--- config.mk ---
export PLATFORM = sky130hd
export DESIGN_NAME = dff_universal_shift_reg
export DESIGN_NICKNAME = d
export VERILOG_FILES = /design/src/rtl/dff_universal_shift_reg.sv
export SDC_FILE = /design/constraint.sdc
export NUM_CORES = 1
export LEC_CHECK = 0
export ABC_AREA = 1
export CAP_MARGIN = 20
export CORE_AREA = 2 2 45 51
export DETAILED_ROUTE_END_ITERATION = 6
export DIE_AREA = 0 0 47 53
export PLACE_DENSITY = 0.81
export SLEW_MARGIN = 40
export SYNTH_ARGS = -nofsm -noshare
export SYNTH_HDL_FRONTEND = slang
export SYNTH_SLANG_ARGS = --single-unit
--- constraint.sdc ---
create_clock -name clk -period 3 [get_ports clk]
set_clock_uncertainty 0.1 [all_clocks]
set_input_delay 0.6 -clock clk [delete_from_list [all_inputs] [get_ports clk]]
set_output_delay 0.6 -clock clk [all_outputs]
set_load 0.005 [all_outputs]
--- src/rtl/dff_universal_shift_reg.sv ---
// WIDTH-bit universal shift register: hold/load/shift/rotate/clear, serial I/O, saturating shift counter.
// Optional stored-parity checking is enabled by defining DFF_USR_PARITY_EN.
module dff_universal_shift_reg #(
    parameter int unsigned       WIDTH     = 8,
    parameter logic [WIDTH-1:0]  RESET_VAL = '0,
    parameter int unsigned       CNT_W     = 4
) (
    input  logic             clk,
    input  logic             rst,
    input  logic             en,
    input  logic [2:0]       mode,
    input  logic [WIDTH-1:0] d,
    input  logic             sin_l,
    input  logic             sin_r,
`ifdef DFF_USR_PARITY_EN
    input  logic             par_in,
    output logic             parity_err,
`endif
    output logic [WIDTH-1:0] q,
    output logic             sout,
    output logic [CNT_W-1:0] shift_cnt,
    output logic             cnt_sat
);

    typedef enum logic [2:0] {
        MODE_HOLD  = 3'b000,
        MODE_LOAD  = 3'b001,
        MODE_SHL   = 3'b010,
        MODE_SHR   = 3'b011,
        MODE_ROL   = 3'b100,
        MODE_ROR   = 3'b101,
        MODE_CLEAR = 3'b110,
        MODE_RSVD  = 3'b111
    } mode_e;

    localparam logic [CNT_W-1:0] CNT_MAX = '1;

    logic [WIDTH-1:0] q_nxt;
    logic             sout_nxt;
    logic [CNT_W-1:0] cnt_nxt;
    logic             shifted;

    always_comb begin
        q_nxt    = q;
        sout_nxt = sout;
        cnt_nxt  = shift_cnt;
        shifted  = 1'b0;
        if (en) begin
            // Unknown or reserved mode falls through to the hold defaults.
            case (mode)
                MODE_LOAD: begin
                    q_nxt   = d;
                    cnt_nxt = '0;
                end
                MODE_SHL: begin
                    q_nxt    = {q[WIDTH-2:0], sin_l};
                    sout_nxt = q[WIDTH-1];
                    shifted  = 1'b1;
                end
                MODE_SHR: begin
                    q_nxt    = {sin_r, q[WIDTH-1:1]};
                    sout_nxt = q[0];
                    shifted  = 1'b1;
                end
                MODE_ROL: begin
                    q_nxt    = {q[WIDTH-2:0], q[WIDTH-1]};
                    sout_nxt = q[WIDTH-1];
                    shifted  = 1'b1;
                end
                MODE_ROR: begin
                    q_nxt    = {q[0], q[WIDTH-1:1]};
                    sout_nxt = q[0];
                    shifted  = 1'b1;
                end
                MODE_CLEAR: begin
                    q_nxt    = RESET_VAL;
                    sout_nxt = 1'b0;
                    cnt_nxt  = '0;
                end
                default: ;
            endcase
            if (shifted && shift_cnt != CNT_MAX) begin
                cnt_nxt = shift_cnt + 1'b1;
            end
        end
    end

    always_ff @(posedge clk or negedge rst) begin
        if (!rst) begin
            q         <= RESET_VAL;
            sout      <= 1'b0;
            shift_cnt <= '0;
        end else begin
            q         <= q_nxt;
            sout      <= sout_nxt;
            shift_cnt <= cnt_nxt;
        end
    end

    assign cnt_sat = (shift_cnt == CNT_MAX);

`ifdef DFF_USR_PARITY_EN
    logic par_q;
    logic par_nxt;

    // Incremental update: a logical shift drops one bit and admits another.
    always_comb begin
        par_nxt = par_q;
        if (en) begin
            case (mode)
                MODE_LOAD:  par_nxt = par_in;
                MODE_SHL:   par_nxt = par_q ^ q[WIDTH-1] ^ sin_l;
                MODE_SHR:   par_nxt = par_q ^ q[0] ^ sin_r;
                MODE_CLEAR: par_nxt = ^RESET_VAL;
                default: ;
            endcase
        end
    end

    always_ff @(posedge clk or negedge rst) begin
        if (!rst) begin
            par_q      <= ^RESET_VAL;
            parity_err <= 1'b0;
        end else begin
            par_q      <= par_nxt;
            parity_err <= (^q_nxt) != par_nxt;
        end
    end
`endif

`ifndef SYNTHESIS
    mode_known_a : assert property (@(posedge clk) disable iff (!rst) en |-> !$isunknown(mode))
        else $error("mode is unknown while en is high");
`endif

endmodule

Yosys cells after proc, flatten, opt, wreduce, memory -nomap -nowiden --
Cells that the tools add are included.
Cells by class: $add $sub $neg 1, equality and inequality tests 8, multiplexer cells 6, reduce and logical (&&, ||, !) cells 11
Operator list (count):
- $pmux W8 S6 | 1
- $eq A3 B3 Y1 const B | 3
- $mux W4 | 2
- $eq A3 B2 Y1 const B | 2
- $reduce_and A2 Y1 | 3
- $reduce_bool A6 Y1 | 1
- $reduce_or A2 Y1 | 3
- $add A4 B1 Y4 const B | 1
- $eq A4 B4 Y1 const B | 1
- $ne A4 B4 Y1 const B | 1
- $reduce_or A4 Y1 | 1
- $eq A3 B1 Y1 const B | 1
- $pmux W1 S3 | 1
- $reduce_bool A3 Y1 | 1
- $mux W1 | 2
- $reduce_bool A2 Y1 | 1
- $logic_and A1 B1 Y1 | 1
Word-level totals: flip-flop bits (word level) 13, input port bits 16, output and inout bits 14, logic and storage cells 29

Depth between registers and ports, before layout --
Gate-level depths: netlist of the first run.
depth in word-level cells 7, gate-level depth with buffers 8, depth with buffers taken out 7

Worst setup path before layout of the first run --
No wires, ideal clock.
kind register -> output, start reg shift_cnt[0], end out cnt_sat, arrival 0.854 ns, required time 2.300 ns, setup slack 1.446 ns, stages on the path, launching flop included 4, path buffers 0, path through dfrtp_1 > ha_1 > nand3_1 > inv_1
On the way: longest elaborated chain between the ends 1
RTL lines:
- start, declared | RTL line 21 | output logic [CNT_W-1:0] shift_cnt,
- start signal, assigned | RTL line 96 | shift_cnt <= cnt_nxt;
- $eq A4 B4 Y1 | RTL line 100 | assign cnt_sat = (shift_cnt == CNT_MAX);
- end, declared | RTL line 22 | output logic cnt_sat
No other way between the ends.

Final worst setup path of the first run --
Same ends and word-level chain as after synthesis.

==> impl_results.rst, run 1 <==
.. list-table::
   :header-rows: 1

   * - Metric
     - Value
   * - Core Box Area
     - a little under 2000 sq um
   * - Post-synthesis async set-or-reset flop share
     - between 90% and 100%
   * - Leading post-synthesis cells by instance count
     - sky130_fd_sc_hd__nand3_1, sky130_fd_sc_hd__nand2_1, sky130_fd_sc_hd__dfrtp_1, sky130_fd_sc_hd__nand4_1, sky130_fd_sc_hd__nand2_2
   * - Global-route wire length before repair
     - 4090 microns
   * - Final HPWL from detailed placement
     - 1930 microns
   * - Total DRC errors in the routed layout
     - 0
   * - Number of buffers added for setup after CTS
     - 0
   * - Slew of the pin with the lowest slew margin
     - 0.580 ns
   * - Result of the run
     - completed
   * - Number of gates given a new drive strength after cts
     - 0
   * - Hold Path Class
     - flop to flop
   * - Fin. max-slew vios
     - 0
   * - Total track usage
     - 23.2%
   * - Via count of the first global-routing pass
     - about 960
   * - Synthesis-stage register bit count
     - 13
   * - Synthesized cell area
     - 918 sq um
   * - Clock latency on the worst-skew pair
     - approximately 0.27 ns
   * - Area after DPL
     - 1230 sq um
   * - Count of final hold-check violations
     - 0
   * - Top cells by area, synth
     - sky130_fd_sc_hd__dfrtp_1, sky130_fd_sc_hd__nand3_1, sky130_fd_sc_hd__nand2_1
   * - Leading cell type by number of instances after synthesis
     - sky130_fd_sc_hd__nand3_1
   * - CTS tree
     - built
   * - Largest vdd supply drop
     - 324 uV
   * - Setup Crit Path Kind
     - flop to output port
   * - Highest clock frequency the design can meet
     - 423 MHz
   * - EDFF count, synth
     - 0
   * - Top flip-flop cell by instance count after synthesis
     - sky130_fd_sc_hd__dfrtp_1
   * - Setup repair after global routing missed its margin
     - no
   * - Remaining Overflow, GRT
     - 0
   * - Post-layout instance area
     - 1250 sq um
   * - Power Density
     - 473 nW/um^2
   * - First DRT Iteration DRCs
     - 25
   * - Multiplexer area fraction after synthesis
     - 0%
   * - Via count
     - ~1000
   * - Utilization after layout
     - 64.1%
   * - Main combinational cell family by area after synthesis
     - simple AND/OR/NAND/NOR gates
   * - Overall die area
     - 2490 sq um
   * - Synth Area in Simple Gates
     - 53.8%
   * - Yosys top cell area share
     - 35.4%
   * - Fillers
     - 188
   * - Maximum number of pins on one net before global-route repair
     - 14
   * - Final setup violation count
     - 0
   * - Horizontal extent of the die
     - 47 microns
   * - Count of different cell masters after synthesis
     - 19
   * - Max clock buf depth
     - 2
   * - Number of CTS-inserted buffers
     - 3
   * - Die span in y
     - 53 microns
   * - Final net count
     - 176
   * - Per-instance average area after synthesis
     - between 7 and 8 sq um
   * - Share of post-route cells with drive strength above 1
     - 11.4%
   * - CTS root buffer
     - sky130_fd_sc_hd__clkbuf_4
   * - R2r setup slk
     - 1.61 ns
   * - Via density per instance
     - 5.45
   * - Compound-Gate Fraction of Synth Area
     - 2.59%
   * - Num Clock Sinks
     - 13
   * - Number of levels the H-tree was split into
     - 1
   * - Number of warnings issued by yosys
     - 0
   * - Critical path data required time
     - 2.30 ns
   * - Element type at the critical path end
     - output port
   * - Antenna diode count
     - 0
   * - Initial DRT Pass Iterations
     - 4
   * - TNS Setup
     - 0 ns
   * - Effective utilization at floorplan
     - 46.9%
   * - Synth Net Count
     - ~140
   * - Startpoint types
     - flop
   * - Post-layout min period
     - 2.37 ns
   * - Crit-path max FO
     - 6
   * - Buffers added on ports
     - 29
   * - Arrival time at the worst endpoint
     - 1.67 ns
   * - Detail Route Antenna Nets
     - 0
   * - Wirelength per Cell
     - between 10 and 15 microns
   * - Portion of the post-synthesis area used by sequential elements
     - 35.4%
   * - Final wirelength
     - around 2500 microns
   * - Max-cap viol count
     - 0
   * - Routability congestion estimate
     - around 0.85
   * - Top Ports
     - 30
   * - Cell type with the largest total area after synthesis
     - sky130_fd_sc_hd__dfrtp_1
   * - Area added between synthesis and finish
     - 36.5%
   * - Initial antenna violation count
     - 0
   * - Max transition margin
     - 61.2%
   * - Share of synthesized cell area in full adder, half adder and majority cells
     - 1.36%
   * - Leakage power figure
     - 0.597 nW
   * - Share of the synthesized netlist area taken by xor and xnor gates
     - less than 1%
   * - Post-cts hold buffer count
     - 0
   * - Clock-pin slew on the worst setup and hold paths
     - roughly 0.08 ns
   * - Gate Count Post-Synth
     - 127
   * - Placement row count
     - 17
   * - Share of the clock period used by the worst path
     - 78.9%
==> routing by layer <==
metal	share of wire, %	GRT usage, %
met4	1.5	14.4
met1	42	28.2
met3	6.3	4.10
met2	50	37.0
met5	0	0
==> flip-flops by register name, summed over array words and instances (netlist names) <==
register   cells
shift_cnt      4
q              8
sout           1
==> area by class of cell <==
cell class	count	area, sq um	area share (%)
repair buffers	31	305	24.4
well taps	28	35.0	2.79
flip-flops and latches	13	325	25.9
clock buffers	4	26.3	2.10
inverters	6	22.5	1.80
multi-input cells	104	539	43.0
==> per-stage QoR <==
step	power [W]	setup slack [ns]	hold WS, ns	instances
2_1_floorplan	0.000361	1.45	0.204	127
3_5_place_dp	0.000493	0.711	0.380	182
6_report	0.000593	0.633	0.390	186
3_3_place_gp	0.000490	0.807	0.373	182
4_1_cts	0.000600	0.616	0.398	186
5_1_grt	0.000640	0.540	0.445	186
==> kinds of logic after synthesis <==
group                    count (synthesis)
AND/OR/NAND/NOR                         98
flip-flops                              13
buffers and inverters                   10
AO/OA/AOI/OAI                            4
XOR/XNOR                                 1
adder cells (fa/ha/maj)                  1
==> critical path, cell delays in order, from the launching register on <==
cell and delay [ns]:
sky130_fd_sc_hd__dfrtp_1 0.44, sky130_fd_sc_hd__ha_1 0.21, sky130_fd_sc_hd__nand3_1 0.17, sky130_fd_sc_hd__inv_1 0.09, sky130_fd_sc_hd__clkdlybuf4s50_1 0.49
==> worst paths after layout <==
check,startpoint,endpoint,cells after the start
setup / recovery,shift_cnt[0],cnt_sat,4
hold / removal,sout,sout,2
setup reg to reg,shift_cnt[0],shift_cnt[0],5
hold reg to reg,sout,sout,2
max in group asynchronous,rst,shift_cnt[1],1
min in group asynchronous,rst,q[0],1
==> cells in the final DEF (no fill, tap or decap) <==
cell type,n
sky130_fd_sc_hd__clkdlybuf4s50_1,29
sky130_fd_sc_hd__ha_1,1
sky130_fd_sc_hd__nor2_1,2
sky130_fd_sc_hd__clkbuf_1,1
sky130_fd_sc_hd__nand3b_1,1
sky130_fd_sc_hd__inv_1,3
sky130_fd_sc_hd__o21ai_1,1
sky130_fd_sc_hd__nand3_4,1
sky130_fd_sc_hd__o21ai_0,2
sky130_fd_sc_hd__xnor2_1,1
sky130_fd_sc_hd__nand2_4,3
sky130_fd_sc_hd__dfrtp_1,13
sky130_fd_sc_hd__nand2_2,5
sky130_fd_sc_hd__nand3_1,41
sky130_fd_sc_hd__nand4_1,9
sky130_fd_sc_hd__buf_4,2
sky130_fd_sc_hd__inv_2,3
sky130_fd_sc_hd__clkbuf_4,3
sky130_fd_sc_hd__nand2_1,36
sky130_fd_sc_hd__o21ai_2,1
==> report_power, final <==
part           switching (W)  leakage, nW  internal (W)
registers          0.0000497        0.169      0.000212
clock network      0.0000523       0.0150     0.0000515
logic              0.0000986        0.413      0.000128
Note: power is estimated with default switching activity, not from simulation.
==> inputs of run 2 (changes only) <==
CORE_AREA = 2 2 49 56   (was 2 2 45 51)
DIE_AREA = 0 0 51 58   (was 0 0 47 53)
PLACE_DENSITY = 0.71   (was 0.81)
clock period = 2 ns   (was 3 ns; I/O delays follow)
==> impl_results.rst, run 2 (synthesis gave the netlist of run 1 again) <==
.. list-table::
   :header-rows: 1

   * - Metric
     - Value
   * - Capture instance of the worst register-to-register path
     - shift_cnt[1]
   * - Maximum number of pins on one net before global-route repair
     - 14 (unchanged)
   * - Max clock buf depth
     - 2 (unchanged)
   * - Clock latency on the worst-skew pair
     - 0.27 ns (about the same)
   * - Result of the run
     - completed
   * - Registers with the most flip-flops
     - q: 8 flops, shift_cnt: 4 flops, sout: 1 flops
   * - Wirelength per Cell
     - 13.0 microns (-1.6%)
   * - Power Density
     - 712 nW/um^2 (+51%)
   * - Max transition margin
     - 60.3% (-0.94 points)
   * - R2r setup slk
     - 0.69 ns (-0.92 ns)
   * - Critical path data required time
     - 1.50 ns (-0.80 ns)
   * - Num Clock Sinks
     - 13 (unchanged)
   * - Final HPWL from detailed placement
     - 1820 microns (-5.3%)
   * - Highest clock frequency the design can meet
     - 513 MHz
   * - Worst r2r path cells
     - 6 (+1)
   * - Effective utilization at floorplan
     - 38.2% (-8.7 points)
   * - Startpoint types
     - flop
   * - Clock-pin slew on the worst setup and hold paths
     - 0.08 ns (about the same)
   * - Setup WS post-layout
     - 0.0489 ns (-0.584 ns)
   * - Post-layout instance area
     - 1310 sq um (+4.7%)
   * - CTS root buffer
     - sky130_fd_sc_hd__clkbuf_4
   * - Share of post-route cells with drive strength above 1
     - 15.3% (+3.9 points)
   * - Via count
     - 1020 (+0.69%)
   * - Final wirelength
     - 2520 microns (+2.7%)
   * - Largest register by flop count
     - q
   * - Detail Route Antenna Nets
     - 0 (unchanged)
   * - Initial antenna violation count
     - 0 (unchanged)
   * - Largest vdd supply drop
     - 536 uV (+66%)
   * - Area after DPL
     - 1250 sq um (+1.5%)
   * - Slew of the pin with the lowest slew margin
     - 0.594 ns (+0.0141 ns)
   * - Element type at the critical path end
     - output port
   * - Total track usage
     - 17.3% (-5.9 points)
   * - Footprint of the multi-input gates
     - 557 sq um (+3.2%)
   * - First DRT Iteration DRCs
     - 41 (+64%)
   * - Buffers added on ports
     - 29 (unchanged)
   * - Placement row count
     - 19 (+2)
   * - Flip-flop and latch area
     - 325 sq um (unchanged)
   * - Critical Path Sink
     - cnt_sat
   * - Via density per instance
     - 5.26 (-3.5%)
   * - Worst setup slack after placement
     - 0.0101 ns (-0.701 ns)
   * - Core Box Area
     - 2400 sq um (+23%)
   * - Die span in y
     - 58 microns (+9.4%)
   * - Initial DRT Pass Iterations
     - 4 (unchanged)
   * - Global-route wire length before repair
     - 3990 microns (-2.5%)
   * - Most common cell after layout, fill and taps aside
     - sky130_fd_sc_hd__nand3_1
   * - Highest-count cells in the layout ignoring fill and taps
     - sky130_fd_sc_hd__nand3_1, sky130_fd_sc_hd__nand2_1, sky130_fd_sc_hd__clkdlybuf4s50_1, sky130_fd_sc_hd__dfrtp_1, sky130_fd_sc_hd__nand4_1
   * - Crit-path max FO
     - 2 (-4)
   * - Leakage power figure
     - 0.621 nW (+3.9%)
   * - Arrival time at the worst endpoint
     - 1.45 ns (-0.22 ns)
   * - Final net count
     - 181 (+2.8%)
   * - Max-cap viol count
     - 0 (unchanged)
   * - Horizontal extent of the die
     - 51 microns (+8.5%)
   * - Area added between synthesis and finish
     - 42.9%
   * - Hold Path Class
     - input pin to asynchronous set/reset pin
   * - Final setup violation count
     - 0 (unchanged)
   * - Share of the clock period used by the worst path
     - between 90 and 100%
   * - Setup Crit Path Kind
     - flop to output port
   * - Overall die area
     - 2960 sq um (+19%)
   * - Fin. max-slew vios
     - 0 (unchanged)
   * - Critical path launch point
     - shift_cnt[1]
   * - Top Ports
     - 30 (unchanged)
   * - CTS tree
     - built
   * - Antenna diode count
     - 0 (unchanged)
   * - Fillers
     - 227 (+21%)
   * - Number of flip-flops under the largest register name
     - 8 (unchanged)
   * - Routability congestion estimate
     - 0.878 (+2.9%)
   * - Hold Slack
     - 0.400 ns (+0.0102 ns)
   * - Total DRC errors in the routed layout
     - 0 (unchanged)
   * - Count of final hold-check violations
     - 0 (unchanged)
   * - Number of CTS-inserted buffers
     - 3 (unchanged)
   * - Utilization after layout
     - 54.7% (-9.4 points)
   * - R2r startpoint
     - shift_cnt[1]
   * - Number of levels the H-tree was split into
     - 1 (unchanged)
   * - Post-layout min period
     - 1.95 ns
   * - Remaining Overflow, GRT
     - 0 (unchanged)
   * - Via count of the first global-routing pass
     - 930 (-2.9%)
[run 2: cell count changes in the layout (fill, tap and decap cells not counted), sizes merged]
cell  delta
buf      +5
[run 2: worst min-delay path by stage]
stage | endpoint | cells past startpoint | startpoint
6_report | q[2] | 1 | rst
5_1_grt | q[2] | 1 | rst
4_1_cts | shift_cnt[3] | 1 | rst
3_5_place_dp | sout | 2 | sout
3_3_place_gp | sout | 2 | sout
2_1_floorplan | q[0] | 0 | rst
[run 2: final cells by class]
class / instances / area share, %
tap: 31 / 2.96
timing repair buffer: 36 / 26.1
clock buffer: 4 / 2.00
inverter: 6 / 1.72
multi-input combinational: 104 / 42.4
sequential: 13 / 24.8
[run 2: where the power goes]
part / switching (W) / total (W) / internal (W)
registers: 0.0000676 / 0.000386 / 0.000318
clock network: 0.0000805 / 0.000158 / 0.0000773
logic: 0.000168 / 0.000391 / 0.000223
[run 2: what timing repair did]
action | in CTS | in global routing
pin swaps | 0 | 1
setup endpoints to repair | 1 | 1
hold buffers | 0 | 0
buffers inserted | 2 | 1
resized for setup | 0 | 3
[run 2: routing by layer]
layer | GRT usage (%) | routed length, microns | up-vias
li1 | - | - | 512
met5 | 0 | 0 | -
met2 | 28.2 | 1240 | 35
met3 | 3.09 | 170 | 2
met1 | 22.3 | 1090 | 471
met4 | 8.11 | 14 | 0
[run 2: critical path, stage by stage (launching register included)]
cell                              delay, ns
sky130_fd_sc_hd__dfrtp_1               0.40
sky130_fd_sc_hd__ha_4                  0.15
sky130_fd_sc_hd__nand3_2               0.07
sky130_fd_sc_hd__inv_1                 0.07
sky130_fd_sc_hd__clkdlybuf4s50_1       0.49
[run 2: metrics by stage]
| stage | setup TNS, ns | power, W | cells |
|---|---|---|---|
| final | 0 | 0.000935 | 194 |
| after global routing | -0.0171 | 0.00100 | 194 |
| after CTS | 0 | 0.000922 | 193 |
| after detailed placement | 0 | 0.000739 | 187 |
| after global placement | 0 | 0.000731 | 187 |
| after floorplan | 0 | 0.000542 | 127 |
==> edit 1: new RTL, settings of run 2 <==
`CNT_W`: 4 -> 5.
--- a/src/rtl/dff_universal_shift_reg.sv
+++ b/src/rtl/dff_universal_shift_reg.sv
@@ -5,3 +5,3 @@
     parameter logic [WIDTH-1:0]  RESET_VAL = '0,
-    parameter int unsigned       CNT_W     = 4
+    parameter int unsigned       CNT_W     = 5
 ) (
Ports: changed (resized shift_cnt); port bits go from 30 to 31. No check against the original RTL was run, so the function may have changed too.
==> edit 1 against run 2 <==
Sequential cell count is 1 higher; hold slack worse by 2.0 ps; fmax is 1.2% higher; final cell count rose by 5.2%; clock power increased by 33%; routed wire length is 14% higher; sequential power rose by 5.4%; design area grew 15%; total power up 13%; setup slack improved by 23 ps; sequential share of layout area down 1.5 points; synthesized area is 16% higher.
==> edit 1: results (changes against run 2) <==
pwr:
  peakVddDrop_v: 0.000700  # +31%
  leakagePower_nw: 0.702  # +13%
synthesis:
  synth_xor_area_frac: 0.00819  # -0.00135
  ys_top_cells_by_area: "dfrtp_1 (33%), nand3_1 (15%), nand2_1 (12%)"
  synth_compound_area_frac: 0.0222  # -0.00366
  synthFlopType: "dfrtp_1"
  seq_area_frac_synth: 0.327  # -0.0267
  synth_fp_nets: 150  # +4.2%
  yosys.cell_types.count: 21  # +2
  synthAdderAreaFrac: 0.0234  # +0.00977
  synthMuxAreaShare: 0  # unchanged
  synthTopCellsByCount: "nand2_1 (33), nand3_1 (32), dfrtp_1 (14)"
drt:
  first_pass_iters: 4  # unchanged
  via_count: 1122  # +10%
  wl_mm: 2.86  # +14%
  initialDrtViolationCount: 13  # -68%
placed_design:
  dpl_cell_area_um2: 1430  # +15%
  gp_congestion: 0.778  # -11%
  io_buffers: 30  # +3.4%
  dp_hpwl_mm: 2.19  # +20%
global_route:
  grt_pass1_wl_mm: 4.98  # +25%
  grt.total_usage: 0.219  # +0.0459
  grt_max_degree: 16  # +2
clock_tree:
  cts.clk_slew.worst_paths_ps: 90
  clock_latency_ps: 290  # +20 ps
  clockRootBuffer: "clkbuf_4"
worst_setup_path:
  cp.arrival_ps: 1430  # -20 ps
  rr_endpoint: "shift_cnt[3]$_DFFE_PN0P_"
  worst_r2r_path_depth: 9  # +3
  ff2ff_setup_slack_ps: 430  # -260 ps
  reg2reg_from: "shift_cnt[0]$_DFFE_PN0P_"
layout:
  layout_commonest_cell: "nand2_1"
  top_regs: "q (8), shift_cnt (5), sout (1)"
  drive_gt1_frac: 0.254  # +0.101
  fin_nets: 192  # +6.1%
  fillCellCount: 219  # -3.5%
run_status:
  status: "completed"
timing:
  slew_headroom: 0.570  # -0.0330
-- edit 1: worst max-delay path by stage --
stage | startpoint | endpoint | slack [ps] | cells after the start
2_1_floorplan | shift_cnt[0]$_DFFE_PN0P_ | shift_cnt[0]$_DFFE_PN0P_ | 450 | 8
3_3_place_gp | mode[2] | q[7]$_DFFE_PN0P_ | 80 | 8
3_5_place_dp | mode[2] | q[7]$_DFFE_PN0P_ | 20 | 8
5_1_grt | shift_cnt[0]$_DFFE_PN0P_ | cnt_sat | 7 | 5
4_1_cts | shift_cnt[1]$_DFFE_PN0P_ | cnt_sat | 30 | 5
6_report | shift_cnt[0]$_DFFE_PN0P_ | cnt_sat | 70 | 5
-- edit 1: metrics by stage --
step           std cells  setup slack [ps]  total power [W]   util  hold slack (ps)
6_report             204              71.7          0.00106  0.628              398
4_1_cts              203              31.3          0.00105  0.619              405
2_1_floorplan        132               445         0.000588      -             4.41
5_1_grt              204              6.77          0.00113  0.628              438
3_5_place_dp         197              18.4         0.000820  0.596              385
3_3_place_gp         197              80.3         0.000811  0.596              362
-- edit 1: cell families (layout without fill, tap and decap cells) --
family / Yosys count / in the layout
AND/OR/NAND/NOR: 101 / 101
adder cells (fa/ha/maj): 2 / 2
buffers and inverters: 10 / 51
AO/OA/AOI/OAI: 4 / 4
flip-flops: 14 / 14
XOR/XNOR: 1 / 1
-- edit 1: timing repair --
action	4_1_cts	5_1_grt
pin swaps	2	2
gates resized for setup	3	3
endpoints found under the setup margin	1	1
buffers inserted	2	1
-- edit 1: cell type report --
class | count | area (um2) | area share
Sequential cell | 14 | 350 | 0.232
Multi-Input combinational cell | 108 | 678 | 0.450
Clock buffer | 4 | 36.3 | 0.0241
Tap cell | 31 | 38.8 | 0.0257
Inverter | 7 | 26.3 | 0.0174
Timing Repair Buffer | 40 | 378 | 0.251
-- edit 1: routing by layer --
metal | vias up | GRT usage | wire, um | part of all wire
li1 | 542 | - | - | -
met1 | 539 | 0.262 | 1200 | 0.42
met2 | 36 | 0.410 | 1480 | 0.52
met3 | 5 | 0.0180 | 151 | 0.053
met4 | 0 | 0.0695 | 40 | 0.014
met5 | - | 0 | 0 | 0
-- edit 1: report_power, final --
part	total (W)	internal [W]	leakage, nW	switching (W)
clock network	0.000210	0.000111	0.0210	0.0000984
registers	0.000407	0.000338	0.183	0.0000685
logic	0.000443	0.000251	0.497	0.000192
-- edit 1: critical path, stage by stage (launching register included) --
cell and delay (ps):
dfrtp_1 410, ha_4 160, nand2_1 50, nor2_1 100
ha_2 200, clkdlybuf4s15_1 200
==> edit 2: new RTL, settings of run 2 <==
Made on the original files. Put a register stage on the output `cnt_sat`. The value now appears one clock later. The other outputs are not delayed to match.
--- a/src/rtl/dff_universal_shift_reg.sv
+++ b/src/rtl/dff_universal_shift_reg.sv
@@ -99,3 +99,5 @@
 
-    assign cnt_sat = (shift_cnt == CNT_MAX);
+    always_ff @(posedge clk) begin
+        cnt_sat <= (shift_cnt == CNT_MAX);
+    end
 
Behaviour: same outputs for any inputs over 10 cycles, from zero or initial values and one cycle with rst low; that may be too few to reach the edited logic, so the function may still have changed.
==> edit 2 against run 2 <==
Routed wire length decreased by 10%; critical path depth down 3; first-iteration DRC count down 56%; utilization decreased by 0.73 points; setup slack improved by 180 ps; combinational power fell by 13%; total power rose by 0.95%; synthesized area is 2.2% higher; sequential cell count is 1 higher; die area is the same; design area shrank 1.3%.
==> edit 2: results (changes against run 2) <==
synthesis:
  synth_fp_nets: 145  # +0.69%
  yosys.cell_types.count: 20  # +1
  async_flop_share: 0.929  # -0.0714
  seq_area_frac_synth: 0.368  # +0.0138
  ys_top_cells_by_area: "dfrtp_1 (35%), nand3_1 (22%), nand2_1 (14%)"
  syn-mean-instance-area_um2: 7.33  # +1.4%
drt:
  initialDrtViolationCount: 18  # -56%
  via_count: 1000  # -2.0%
  wl_mm: 2.26  # -10%
global_route:
  grt_pass1_wl_mm: 3.77  # -5.4%
  grt.total_usage: 0.162  # -0.0116
  grt_max_degree: 14  # unchanged
  grt_pass1_vias: 876  # -5.8%
run_status:
  status: "completed"
layout:
  drive_gt1_frac: 0.125  # -0.0284
  fin_nets: 178  # -1.7%
  top_regs: "q (8), shift_cnt (4)"
pwr:
  leakagePower_nw: 0.616  # -0.74%
placed_design:
  dpl_cell_area_um2: 1260  # +1.0%
  dpl_worst_slack_ps: 21.4  # +11.3 ps
  dp_hpwl_mm: 1.76  # -3.5%
  gp_congestion: 0.879  # +0.11%
worst_setup_path:
  crit_fanout: 6  # +4
timing:
  worst_slew_pin_slew_ps: 554  # -40.3 ps
clock_tree:
  clk_path_buf_depth: 2  # unchanged
  cts_setup_buffers: 0  # -2
## edit 2: metal layers
layer	part of all wire	global-route usage	wire [um]
met5	0	0	0
met2	0.47	0.254	1060
met4	0.017	0.0695	39
met3	0.063	0.0284	141
met1	0.45	0.219	1020
## edit 2: path summary, 6_finish.rpt
check | slack (ps) | start | end | depth (start not counted)
setup reg to reg | 630 | shift_cnt[0]$_DFFE_PN0P_ | shift_cnt[1]$_DFFE_PN0P_ | 5
max in group asynchronous | 1060 | rst | sout$_DFFE_PN0P_ | 1
setup / recovery | 230 | shift_cnt[2]$_DFFE_PN0P_ | shift_cnt[2] | 1
hold reg to reg | 400 | sout$_DFFE_PN0P_ | sout$_DFFE_PN0P_ | 2
hold / removal | 380 | rst | q[6]$_DFFE_PN0P_ | 1
min in group clk | 400 | sout$_DFFE_PN0P_ | sout$_DFFE_PN0P_ | 2
## edit 2: power breakdown
| part | internal (W) | total [W] | switching, W |
|---|---|---|---|
| clock network | 0.000111 | 0.000197 | 0.0000857 |
| logic | 0.000194 | 0.000339 | 0.000145 |
| registers | 0.000338 | 0.000408 | 0.0000702 |
| total | 0.000643 | 0.000944 | 0.000301 |
## edit 2: kinds of logic after synthesis
family / synth area share
AND/OR/NAND/NOR: 0.527
flip-flops: 0.368
AO/OA/AOI/OAI: 0.0253
adder cells (fa/ha/maj): 0.0133
XOR/XNOR: 0.00934
buffers and inverters: 0.0573
## edit 2: cell type report
type,count,area [um2]
Clock buffer,4,36.3
Inverter,6,22.5
Timing Repair Buffer,32,313
Fill cell,219,1110
Tap cell,31,38.8
Sequential cell,14,345
Multi-Input combinational cell,104,539
## edit 2: per-stage QoR
step,hold slack [ps],total power (W)
floorplan,4.41,0.000562
global placement,377,0.000752
detailed placement,391,0.000755
CTS,398,0.000953
global route,427,0.00101
finish,377,0.000944
